File: src/rtl/cdb_arbiter.sv
// Common data bus arbiter: grants up to two functional-unit results per cycle in
// rotating priority order and broadcasts them on the CDB one cycle later.
module cdb_arbiter #(
    parameter int NUM_REQ = 4,
    parameter int TAG_W   = 5,
    parameter int XLEN    = 32,
    parameter int CDB_W   = 2
) (
    input  logic                     clock,
    input  logic                     reset,
    input  logic                     enable,
    input  logic                     squash,
    input  logic [NUM_REQ-1:0]       req_valid,
    input  logic [NUM_REQ*TAG_W-1:0] req_tag,
    input  logic [NUM_REQ*XLEN-1:0]  req_value,
    input  logic [NUM_REQ*XLEN-1:0]  req_npc,
    input  logic [NUM_REQ-1:0]       req_take_branch,
    output logic [NUM_REQ-1:0]       req_ready,
    output logic [CDB_W-1:0]         cdb_valid,
    output logic [CDB_W*TAG_W-1:0]   cdb_tag,
    output logic [CDB_W*XLEN-1:0]    cdb_value,
    output logic [CDB_W*XLEN-1:0]    cdb_npc,
    output logic [CDB_W-1:0]         cdb_take_branch
);

    localparam int PTR_W = (NUM_REQ > 1) ? $clog2(NUM_REQ) : 1;
    localparam logic [PTR_W:0] NUM_REQ_W = (PTR_W+1)'(NUM_REQ);

    logic [PTR_W-1:0] rr_ptr_q, rr_ptr_d;

    logic [CDB_W-1:0]       cdb_valid_q, cdb_valid_d;
    logic [CDB_W*TAG_W-1:0] cdb_tag_q, cdb_tag_d;
    logic [CDB_W*XLEN-1:0]  cdb_value_q, cdb_value_d;
    logic [CDB_W*XLEN-1:0]  cdb_npc_q, cdb_npc_d;
    logic [CDB_W-1:0]       cdb_tb_q, cdb_tb_d;

    logic [TAG_W-1:0] tag_a   [NUM_REQ];
    logic [XLEN-1:0]  value_a [NUM_REQ];
    logic [XLEN-1:0]  npc_a   [NUM_REQ];

    logic             first_found, second_found;
    logic [PTR_W-1:0] first_idx, second_idx;
    logic             grant_en;

    always_comb begin
        for (int i = 0; i < NUM_REQ; i++) begin
            tag_a[i]   = req_tag[i*TAG_W +: TAG_W];
            value_a[i] = req_value[i*XLEN +: XLEN];
            npc_a[i]   = req_npc[i*XLEN +: XLEN];
        end
    end

    // Scan from rr_ptr with wraparound; the first two valid requesters win the slots.
    always_comb begin
        logic [PTR_W:0]   sum;
        logic [PTR_W-1:0] idx;
        first_found  = 1'b0;
        second_found = 1'b0;
        first_idx    = '0;
        second_idx   = '0;
        sum          = '0;
        idx          = '0;
        for (int k = 0; k < NUM_REQ; k++) begin
            sum = {1'b0, rr_ptr_q} + (PTR_W+1)'(k);
            if (sum >= NUM_REQ_W) begin
                sum = sum - NUM_REQ_W;
            end
            idx = sum[PTR_W-1:0];
            if (req_valid[idx]) begin
                if (!first_found) begin
                    first_found = 1'b1;
                    first_idx   = idx;
                end else if (!second_found) begin
                    second_found = 1'b1;
                    second_idx   = idx;
                end
            end
        end
    end

    assign grant_en = enable && !squash && !reset;

    always_comb begin
        req_ready = '0;
        if (grant_en) begin
            if (first_found) begin
                req_ready[first_idx] = 1'b1;
            end
            if (second_found) begin
                req_ready[second_idx] = 1'b1;
            end
        end
    end

    // Unused slots carry all-zero fields so downstream never sees stale data.
    always_comb begin
        logic [PTR_W-1:0] last_idx;
        logic [PTR_W:0]   nxt;
        cdb_valid_d = '0;
        cdb_tag_d   = '0;
        cdb_value_d = '0;
        cdb_npc_d   = '0;
        cdb_tb_d    = '0;
        if (first_found) begin
            cdb_valid_d[0]         = 1'b1;
            cdb_tag_d[0 +: TAG_W]  = tag_a[first_idx];
            cdb_value_d[0 +: XLEN] = value_a[first_idx];
            cdb_npc_d[0 +: XLEN]   = npc_a[first_idx];
            cdb_tb_d[0]            = req_take_branch[first_idx];
        end
        if (second_found) begin
            cdb_valid_d[1]             = 1'b1;
            cdb_tag_d[TAG_W +: TAG_W]  = tag_a[second_idx];
            cdb_value_d[XLEN +: XLEN]  = value_a[second_idx];
            cdb_npc_d[XLEN +: XLEN]    = npc_a[second_idx];
            cdb_tb_d[1]                = req_take_branch[second_idx];
        end

        last_idx = second_found ? second_idx : first_idx;
        nxt      = {1'b0, last_idx} + (PTR_W+1)'(1);
        if (nxt >= NUM_REQ_W) begin
            nxt = '0;
        end
        rr_ptr_d = first_found ? nxt[PTR_W-1:0] : rr_ptr_q;
    end

    always_ff @(posedge clock) begin
        if (reset) begin
            rr_ptr_q    <= '0;
            cdb_valid_q <= '0;
            cdb_tag_q   <= '0;
            cdb_value_q <= '0;
            cdb_npc_q   <= '0;
            cdb_tb_q    <= '0;
        end else if (squash) begin
            cdb_valid_q <= '0;
            cdb_tag_q   <= '0;
            cdb_value_q <= '0;
            cdb_npc_q   <= '0;
            cdb_tb_q    <= '0;
        end else if (enable) begin
            rr_ptr_q    <= rr_ptr_d;
            cdb_valid_q <= cdb_valid_d;
            cdb_tag_q   <= cdb_tag_d;
            cdb_value_q <= cdb_value_d;
            cdb_npc_q   <= cdb_npc_d;
            cdb_tb_q    <= cdb_tb_d;
        end
    end

    assign cdb_valid       = cdb_valid_q;
    assign cdb_tag         = cdb_tag_q;
    assign cdb_value       = cdb_value_q;
    assign cdb_npc         = cdb_npc_q;
    assign cdb_take_branch = cdb_tb_q;

endmodule

File: config.mk
export PLATFORM = sky130hd
export DESIGN_NAME = cdb_arbiter
export DESIGN_NICKNAME = d
export VERILOG_FILES = /design/src/rtl/cdb_arbiter.sv
export SDC_FILE = /design/constraint.sdc
export NUM_CORES = 1
export LEC_CHECK = 0
export ABC_CLOCK_PERIOD_IN_PS = 7900
export CAP_MARGIN = 10
export CORE_UTILIZATION = 29
export CTS_BUF_LIST = sky130_fd_sc_hd__clkbuf_4 sky130_fd_sc_hd__clkbuf_8
export DETAILED_ROUTE_END_ITERATION = 6
export RECOVER_POWER = 50
export SLEW_MARGIN = 20
export SYNTH_ARGS = -nofsm -noshare
export SYNTH_HDL_FRONTEND = slang
export SYNTH_SLANG_ARGS = --single-unit
File: constraint.sdc
create_clock -name clock -period 7.9 [get_ports clock]
set_clock_uncertainty 0.1 [all_clocks]
set_input_delay 1.185 -clock clock [delete_from_list [all_inputs] [get_ports clock]]
set_output_delay 1.185 -clock clock [all_outputs]
set_load 0.01 [all_outputs]
==> metrics.md <==
| Metric | Value |
|---|---|
| Clock tree from TritonCTS | `done` |
| Number of buffers created by CTS | `17` |
| Number of I/O pins | `434` |
| EDFF count, synth | `0` |
| Smallest setup slack after layout | `1140 ps` |
| Worst ir drop on vdd | `104 µV` |
| Std cell rows | `63` |
| Top_reg_cell synth | `dfxtp_1` |
| Final Slew Violations | `0` |
| Max capacitance violation total | `0` |
| Clock insertion delay at the later pin of the skew report | `460 ps` |
| Setup repair after global routing missed its margin | `no` |
| Area Overhead vs Synth | `55.8%` |
| GR Overflow Total | `0` |
| Violation count after the first detailed-routing iteration | `574` |
| Total wire length | `40100 µm` |
| Cell variety after synth | `57` |
| Per-cell routed wire length | `23.7 µm` |
| Total setup violations reported at the end of the flow | `0` |
| Critical Path AT | `5470 ps` |
| Post-CTS setup-driven buffer insertion count | `0` |
| Max frequency | `0.148 GHz` |
| Floorplan Core Area | `30000 µm²` |
| Fraction of the cycle the final worst path needs | `0.855` |
| Post-synth net total | `1204` |
| Clock buffer depth | `2` |
| Combined area of the multi-input logic cells | `5620 µm²` |
| Static leakage | `5.59 nW` |
| Slack of the worst reg-to-reg path | `3140 ps` |
| Dominant cell type by area after synthesis | `dfxtp_1` |
| 1st-pass router iterations | `5` |
| Effective utilization at floorplan | `0.298` |
| Root buf cell | `clkbuf_8` |
| Fraction of post-synthesis cell area in the top cell type by area | `0.322` |
| Status | `finished, final reports clean` |
| Sequential cell area fraction in the yosys report | `0.322` |
| Yosys warns | `0` |
| Final Hold Vio Count | `0` |
| Cell area after synthesis | `8950 µm²` |
| Place WS | `1470 ps` |
| Post-CTS Hold Buffers | `0` |
| Routed via count | `9407` |
| Number of levels in the clock H-tree | `4` |
| Nets | `1578` |
| Kind of path behind the tightest hold check | `register to register` |
| Reg clk slew, reported paths | `80 ps` |
| Req. time, crit path | `6610 ps` |
| Die Ht | `178 µm` |
| Count of cells resized by post-cts repair | `0` |
| Min Clock Period, post-route | `6760 ps` |
| Synth area leaders | `dfxtp_1 (32%), mux2i_1 (16%), mux4_2 (12%), a32o_1 (7.9%), nand2_1 (7.2%)` |
| M1 wire length | `15600 µm` |
| Antenna violations before repair | `3` |
| Layout cells sized above 1 | `0.0899` |
| Top cell types by occurrence after synthesis | `nand2_1 (172), dfxtp_1 (144), mux2i_1 (141)` |
| Number of synthesized register bits | `144` |
| Die width | `178 µm` |
| Number of filler cells placed in the layout | `2886` |
| Via-to-Cell Ratio | `5.56` |
| Maximum fanout along the worst path | `27` |
| Overall power | `2.59 mW` |
| Die Outline Area | `31600 µm²` |
| DP HPWL | `28300 µm` |
| Slew at the pin closest to its max-slew limit | `1220 ps` |
| Post-Syn Instances | `914` |
| Number of design rule violations left after detail routing | `0` |
| Routed Antenna Nets | `0` |
| Final Wtd Congestion | `0.817` |
| Post-synthesis async set-or-reset flop share | `0` |
| Most frequent cell after synthesis | `nand2_1` |
| Met2 routed WL | `19800 µm` |
| Via count of the first global-routing pass | `9408` |
| Wire length of the first global-routing pass | `58200 µm` |
| Number of buffers inserted by port buffering | `433` |
| Setup TNS | `0 ps` |
| Maximum number of pins on one net before global-route repair | `55` |
| Capturing element type of the critical path | `output port` |
| Worst Setup Start Kind | `input pin` |
| Type of the setup path with the least slack | `input pin to output port` |
| Top Layer Used | `met4` |
| Number of sinks handled by clock tree synthesis | `144` |
| Met3 wire length | `3580 µm` |
| Overall routing resource usage | `0.246` |
| Rel. slew slack | `0.189` |
| Mean cell area of the mapped netlist | `9.79 µm²` |
| Power per cell area | `186 nW/µm²` |
| Area occupied by registers | `2880 µm²` |
## routing by layer
| layer | vias to the layer above | track usage |
|---|---|---|
| met4 | 0 | 0.0826 |
| met5 | - | 0 |
| met2 | 441 | 0.432 |
| met3 | 51 | 0.0786 |
| met1 | 4606 | 0.280 |
| li1 | 4309 | - |
## final timing paths
path,from,to,cells past startpoint
hold / removal,cdb_value[22]$_SDFFE_PP0P_,cdb_value[22]$_SDFFE_PP0P_,2
setup / recovery,req_valid[3],req_ready[2],11
hold reg to reg,cdb_value[22]$_SDFFE_PP0P_,cdb_value[22]$_SDFFE_PP0P_,2
setup reg to reg,rr_ptr_q[0]$_SDFFE_PP0P_,cdb_npc[12]$_SDFFE_PP0P_,10
## layout make-up
cell class              instances  area share
clock buffers                  19      0.0183
well taps                     390      0.0350
diodes                          2    0.000359
multi-input cells             667       0.403
flip-flops and latches        144       0.207
inverters                       4     0.00108
clock inverters                13      0.0133
repair buffers                454       0.322
## where the power goes
| part | internal, mW | switching, mW |
|---|---|---|
| registers | 0.772 | 0.0289 |
| logic | 0.510 | 0.592 |
| clock network | 0.357 | 0.328 |
| total | 1.64 | 0.949 |
## cell usage in the layout, fill, tap and decap left out, types with 14 or more instances in the layout
cell type	instances
clkdlybuf4s50_1	290
nand2_1	172
dfxtp_1	144
dlygate4sd3_1	143
mux2i_1	141
a32o_1	71
mux4_2	49
a22o_1	48
nor3_1	45
o31ai_1	24
o221ai_1	23
buf_4	20
clkbuf_8	18
nor2_1	14
## state kept, by name (all words and copies together) (netlist names)
name	flops
cdb_take_branch	2
cdb_valid	2
cdb_tag	10
cdb_value	64
cdb_npc	64
rr_ptr_q	2
## per-stage QoR
stage	util	area, µm²	cells	hold slack [ps]
floorplan	-	8950	914	379
global placement	0.450	13500	1659	337
detailed placement	0.450	13500	1659	343
CTS	0.464	13900	1691	363
global route	0.464	13900	1692	377
finish	0.464	13900	1693	352
## worst max-delay path: stages
cell	delay [ps]
clkdlybuf4s50_1	780
nand2b_1	370
nand3_1	140
o31ai_1	100
ha_1	240
a21boi_0	130
o31ai_1	490
a32o_1	1060
a22oi_1	220
nor2_1	150
clkdlybuf4s50_1	590
## kinds of logic (layout without fill, tap and decap cells)
kind of cell,Yosys count,in the layout,synth area share
AOI/OAI and AO/OA,211,211,0.208
adders and majority gates,2,2,0.00280
buffers and inverters,103,490,0.0587
DFF,144,144,0.322
muxes,190,190,0.281
other,0,2,0
and+or+nand+nor,264,264,0.128
No activity file was read; power rests on OpenSTA's default activity.
